==> config.mk <==
export PLATFORM = sky130hd
export DESIGN_NAME = mem_port_arbiter
export DESIGN_NICKNAME = d
export VERILOG_FILES = /design/src/rtl/mem_arb_pkg.sv /design/src/rtl/mem_arb_wdog.sv /design/src/rtl/mem_port_arbiter.sv
export SDC_FILE = /design/constraint.sdc
export NUM_CORES = 1
export LEC_CHECK = 0
export ABC_AREA = 1
export CAP_MARGIN = 20
export CORE_MARGIN = 4
export CORE_UTILIZATION = 39
export CTS_BUF_LIST = sky130_fd_sc_hd__clkbuf_16
export DETAILED_ROUTE_END_ITERATION = 8
export GPL_TIMING_DRIVEN = 1
export HOLD_SLACK_MARGIN = 0.03
export PLACE_DENSITY_LB_ADDON = 0.1
export REMOVE_ABC_BUFFERS = 1
export SLEW_MARGIN = 10
export SYNTH_ARGS = -nofsm -noshare
export SYNTH_HDL_FRONTEND = slang
export SYNTH_SLANG_ARGS = --single-unit
==> constraint.sdc <==
create_clock -name clk -period 4.5 [get_ports clk]
set_clock_uncertainty 0.1 [all_clocks]
set_input_delay 1.35 -clock clk [delete_from_list [all_inputs] [get_ports clk]]
set_output_delay 1.35 -clock clk [all_outputs]
set_load 0.05 [all_outputs]
==> src/rtl/mem_arb_pkg.sv <==
// Shared types for the unified-memory port arbiter (fetch vs. data port).
package mem_arb_pkg;

  typedef enum logic [1:0] {ARB_IDLE, ARB_REQ, ARB_RESP} arb_state_t;
  typedef enum logic {OWN_IF, OWN_DM} arb_owner_t;

  // Fetches are always full-word reads; this is the existing memsize word code.
  localparam logic [2:0] FETCH_SIZE = 3'b010;

endpackage

==> src/rtl/mem_arb_wdog.sv <==
// Response watchdog: counts cycles while run is high, clears on clr, flags expire at TIMEOUT.
module mem_arb_wdog #(
  parameter int unsigned TIMEOUT = 255
) (
  input  logic clk,
  input  logic reset,
  input  logic clr,
  input  logic run,
  output logic expire
);

  localparam int unsigned CNT_W = (TIMEOUT > 0) ? $clog2(TIMEOUT + 1) : 1;

  logic [CNT_W-1:0] r_cnt;

  always_ff @(posedge clk or negedge reset) begin
    if (!reset) begin
      r_cnt <= '0;
    end else if (clr) begin
      r_cnt <= '0;
    end else if (run && !expire) begin
      r_cnt <= r_cnt + CNT_W'(1);
    end
  end

  // TIMEOUT of zero disables the watchdog entirely.
  assign expire = (TIMEOUT != 0) && run && (r_cnt == CNT_W'(TIMEOUT));

endmodule

==> src/rtl/mem_port_arbiter.sv <==
// Arbitrates the fetch (IF) and data (DM) ports onto one single-ported memory, one access in flight.
// Define MEM_ARB_RR_EN for round-robin on ties; otherwise DM always beats IF.
module mem_port_arbiter
  import mem_arb_pkg::*;
#(
  parameter int unsigned XLEN    = 32,
  parameter int unsigned TIMEOUT = 255
) (
  input  logic            clk,
  input  logic            reset,
  input  logic            if_req,
  input  logic [XLEN-1:0] if_addr,
  input  logic            if_kill,
  output logic            if_gnt,
  output logic            if_rvalid,
  output logic [XLEN-1:0] if_rdata,
  output logic            if_busy,
  input  logic            dm_req,
  input  logic            dm_we,
  input  logic [2:0]      dm_size,
  input  logic [XLEN-1:0] dm_addr,
  input  logic [XLEN-1:0] dm_wdata,
  output logic            dm_gnt,
  output logic            dm_rvalid,
  output logic [XLEN-1:0] dm_rdata,
  output logic            dm_busy,
  output logic            mem_req,
  output logic            mem_we,
  output logic [2:0]      mem_size,
  output logic [XLEN-1:0] mem_addr,
  output logic [XLEN-1:0] mem_wdata,
  input  logic            mem_gnt,
  input  logic            mem_rvalid,
  input  logic [XLEN-1:0] mem_rdata,
  output logic            err
);

  arb_state_t      r_state, w_state_next;
  arb_owner_t      r_owner;
  logic            r_killed, r_err;
  logic            r_we;
  logic [2:0]      r_size;
  logic [XLEN-1:0] r_addr, r_wdata;

  logic w_if_cand, w_dm_cand, w_prefer_if, w_if_win, w_dm_win;
  logic w_busy_state, w_killed, w_expire, w_done, w_abort, w_fin, w_clr;

`ifdef MEM_ARB_RR_EN
  arb_owner_t r_last;

  // Starts at IF so that the first tie after reset goes to DM.
  always_ff @(posedge clk or negedge reset) begin
    if (!reset) begin
      r_last <= OWN_IF;
    end else if (w_if_win) begin
      r_last <= OWN_IF;
    end else if (w_dm_win) begin
      r_last <= OWN_DM;
    end
  end

  assign w_prefer_if = (r_last == OWN_DM);
`else
  assign w_prefer_if = 1'b0;
`endif

  // Outputs are gated by reset so nothing escapes while it is asserted.
  assign w_if_cand = reset && (r_state == ARB_IDLE) && if_req && !if_kill;
  assign w_dm_cand = reset && (r_state == ARB_IDLE) && dm_req;
  assign w_if_win  = w_if_cand && (!w_dm_cand || w_prefer_if);
  assign w_dm_win  = w_dm_cand && (!w_if_cand || !w_prefer_if);

  assign w_busy_state = (r_state != ARB_IDLE);
  assign w_killed     = r_killed || (if_kill && w_busy_state && (r_owner == OWN_IF));
  assign w_done       = (r_state == ARB_RESP) && mem_rvalid;
  assign w_abort      = w_expire && !w_done;
  assign w_fin        = w_done || w_abort;
  assign w_clr        = (w_state_next != r_state);

  always_comb begin
    w_state_next = r_state;
    unique case (r_state)
      ARB_IDLE: if (w_if_win || w_dm_win) w_state_next = ARB_REQ;
      ARB_REQ: begin
        if (w_expire)     w_state_next = ARB_IDLE;
        else if (mem_gnt) w_state_next = ARB_RESP;
      end
      ARB_RESP: if (w_fin) w_state_next = ARB_IDLE;
      default:  w_state_next = ARB_IDLE;
    endcase
  end

  always_ff @(posedge clk or negedge reset) begin
    if (!reset) begin
      r_state  <= ARB_IDLE;
      r_owner  <= OWN_IF;
      r_killed <= 1'b0;
      r_err    <= 1'b0;
      r_we     <= 1'b0;
      r_size   <= '0;
      r_addr   <= '0;
      r_wdata  <= '0;
    end else begin
      r_state <= w_state_next;
      if (w_dm_win) begin
        r_owner <= OWN_DM;
        r_we    <= dm_we;
        r_size  <= dm_size;
        r_addr  <= dm_addr;
        r_wdata <= dm_wdata;
      end else if (w_if_win) begin
        r_owner <= OWN_IF;
        r_we    <= 1'b0;
        r_size  <= FETCH_SIZE;
        r_addr  <= if_addr;
        r_wdata <= '0;
      end
      if (w_state_next == ARB_IDLE) begin
        r_killed <= 1'b0;
      end else if (w_killed) begin
        r_killed <= 1'b1;
      end
      if (w_abort) r_err <= 1'b1;
    end
  end

  mem_arb_wdog #(
    .TIMEOUT(TIMEOUT)
  ) u_wdog (
    .clk    (clk),
    .reset  (reset),
    .clr    (w_clr),
    .run    (w_busy_state),
    .expire (w_expire)
  );

  assign if_gnt    = w_if_win;
  assign dm_gnt    = w_dm_win;
  assign if_rvalid = reset && w_fin && (r_owner == OWN_IF) && !w_killed;
  assign dm_rvalid = reset && w_fin && (r_owner == OWN_DM);
  // Aborted transactions return zero data.
  assign if_rdata  = (if_rvalid && w_done) ? mem_rdata : '0;
  assign dm_rdata  = (dm_rvalid && w_done) ? mem_rdata : '0;
  assign if_busy   = reset && if_req && !if_rvalid;
  assign dm_busy   = reset && dm_req && !dm_rvalid;

  assign mem_req   = reset && (r_state == ARB_REQ) && !w_expire;
  assign mem_we    = r_we;
  assign mem_size  = r_size;
  assign mem_addr  = r_addr;
  assign mem_wdata = r_wdata;
  assign err       = r_err;

endmodule

==> impl_metrics.csv <==
group,metric,value,unit
timing,hold_violations,0,
routing,via_per_inst,4.90,
cts,cts_tree,"built",
yosys,async_flop_share,100,%
routing,wl_per_cell,17.3,microns
yosys,synth_seq_cells,81,
cts,post_cts_buffers,0,
run,drv_cap,0,
yosys,synth_cell_types,32,
place,placement.cell_area,0.00780,sq mm
global_route,grt_max_degree,68,
setup_path,cp_common_cell,"nand2_4",
yosys,synthCells,474,
power,total_leakage_power,3.59,nW
run_status,outcome,"complete, no violations",
floorplanning,die_w,112,microns
min_path,min_path_type,"reg -> reg",
routing,ant_nets,0,
routing,firstDrtPassIters,5,
timing,period_share,96.6,%
floorplanning,ios,279,
timing,setup_viol,0,
cts,cts_resized,0,
setup_path,crit_type,"in -> out",
setup_path,max_stage_delay,0.48,ns
finish,area_growth,90.6,%
finish,fill_cells,731,
timing,tightest_slew,0.834,ns
place,dp_hpwl,12400,microns
setup_path,cp-end-kind,"output pin",
place,portBuffers,278,
global_route,overflow,0,
timing,fmax,230,MHz
cts,cts_inserted_buffers,9,
global_route,antenna_found_initial,0,
timing,min_period,4.35,ns
finish,diodes,0,
routing,vias,4345,
routing,wl,15300,microns
finish,area.sequential,0.00203,sq mm
floorplanning,coreArea,0.0105,sq mm
power,p_total,0.00463,W
yosys,netlist_area,0.00424,sq mm
floorplanning,die_area,0.0126,sq mm
power,power_density,572,mW/mm^2
timing,rsz0062_at_grt,"no",
yosys,avgSynthCellArea,8.95,sq um
place,dp_cells,872,
floorplanning,fp.dieH,112,microns
finish,multi_input_area,0.00181,sq mm
cts,cts_hold_buffers,0,
cts,cts.clk_slew.worst_paths,0.07,ns
timing,finalMaxSlewViolations,0,
yosys,seq_area_frac_synth,47.8,%
setup_path,cp_top_family,"buffers and inverters",
cts,clock-sinks,81,
finish,final_area,0.00809,sq mm
finish,fin_nets,887,
place,gp_congestion,0.893,
timing,hold_slack,0.382,ns
global_route,grt_pass1_wl,23900,microns
power,peakVddDrop,543,uV
setup_path,path_cells,"clkdlybuf4s50_1, nand2_1, nand2_2, nand2_4, nor2_8, nand2_4, buf_4, nor2_2, buf_12",
cts,insertion_delay,0.32,ns
setup_path,critPathArrivalTime,2.90,ns
finish,drive_above_1_share,20.8,%
floorplanning,initial_core_util,40.6,%
cts,cts-root-buf,"clkbuf_16",
floorplanning,fp-row-count,37,
routing,drc_errors,0,
setup_path,worst_ep_required_time,3.05,ns
timing,tns,0,ns
yosys,synth_warnings,0,
setup_path,critPathBufInv,3,
finish,instances_no_fill,887,
setup_path,slowest_stage,"clkdlybuf4s50_1",
yosys,synthFlopType,"dfrtp_1",
global_route,first_global_vias,4328,
global_route,grt_usage,23.8,%
routing,first_iter_violations,309,
setup_path,start_kind,"primary input",
setup_path,worst-path-max-fanout,9,
cts,h-tree-depth,3,
yosys,synth_edf_count,0,
timing,slew-limit-headroom,44.4,%
cts,cts_buffer_depth,2,
## layer usage
metal	up-vias	global-route usage (%)	wire length (microns)	share of wire, %
met3	28	6.74	1330	8.7
met5	-	0	0	0
li1	2072	-	-	-
met2	234	42.2	8000	52
met4	0	9.13	481	3.1
met1	2011	27.1	5530	36
## final cells by class
class	instances	share of cell area (%)
Inverter	56	2.60
Multi-Input combinational cell	311	22.4
Clock buffer	9	2.78
Sequential cell	81	25.1
Timing Repair Buffer	288	44.2
Tap cell	136	2.10
Clock inverter	6	0.835
## through the flow
stage	worst slack, ns	util (%)
2_1_floorplan	0.0156	-
3_3_place_gp	0.175	74.5
3_5_place_dp	0.160	74.5
4_1_cts	0.146	77.3
5_1_grt	0.0734	77.3
6_report	0.155	77.3
## cells in the final DEF (no fill, tap or decap), types with 2 or more instances in the layout
cell type,synthesis,final
xnor2_1,2,2
buf_12,2,72
clkdlybuf4s50_1,0,206
nand2_2,3,4
xor2_1,2,2
nor2_2,17,17
nand3_1,5,5
a31oi_1,33,33
clkinv_1,2,3
nor3_1,3,3
inv_1,48,48
nand2_4,3,3
o21ai_0,3,3
buf_4,4,10
inv_6,0,2
a22o_1,35,35
nand4_1,6,6
clkbuf_16,0,9
nand2_1,95,94
nor2_4,27,27
dfrtp_1,81,81
nor2_1,69,69
inv_2,6,6
## sequential cells by signal, indices dropped and copies added (netlist names)
name,flops
mem_addr,32
mem_wdata,32
u_wdog.r_cnt,8
mem_size,3
r_state,2
err,1
mem_we,1
r_killed,1
r_owner,1
## cell usage after synthesis (5+ instances only)
cell	count	area, sq um
a22o_1	35	307
a31oi_1	33	206
buf_2	10	50.1
clkbuf_1	5	18.8
dfrtp_1	81	2030
inv_1	48	180
inv_2	6	22.5
nand2_1	95	357
nand3_1	5	25.0
nand4_1	6	37.5
nor2_1	69	259
nor2_2	17	106
nor2_4	27	304
## cells by family after synthesis
group	synth area share, %
AND/OR/NAND/NOR	28.5
buffers and inverters	9.64
flip-flops	47.8
AO/OA/AOI/OAI	12.9
XOR/XNOR	0.826
adder cells (fa/ha/maj)	0.295
## power by group
part,switching [W],internal [W],total [W]
combinational,0.00174,0.000911,0.00265
clock,0.000294,0.000430,0.000724
sequential,0.000197,0.00106,0.00125
## path summary, 6_finish.rpt
kind	slack (ns)	endpoint	startpoint	depth (start not counted)
setup / recovery	0.15	dm_rdata[23]	mem_rvalid	9
hold / removal	0.38	err	err	1
setup reg to reg	2.27	r_killed	r_state[1]	8
hold reg to reg	0.38	err	err	1
max in group asynchronous	2.50	mem_addr[12]	reset	2
min in group asynchronous	0.75	r_state[0]	reset	1
Note: power is estimated with default switching activity, not from simulation.
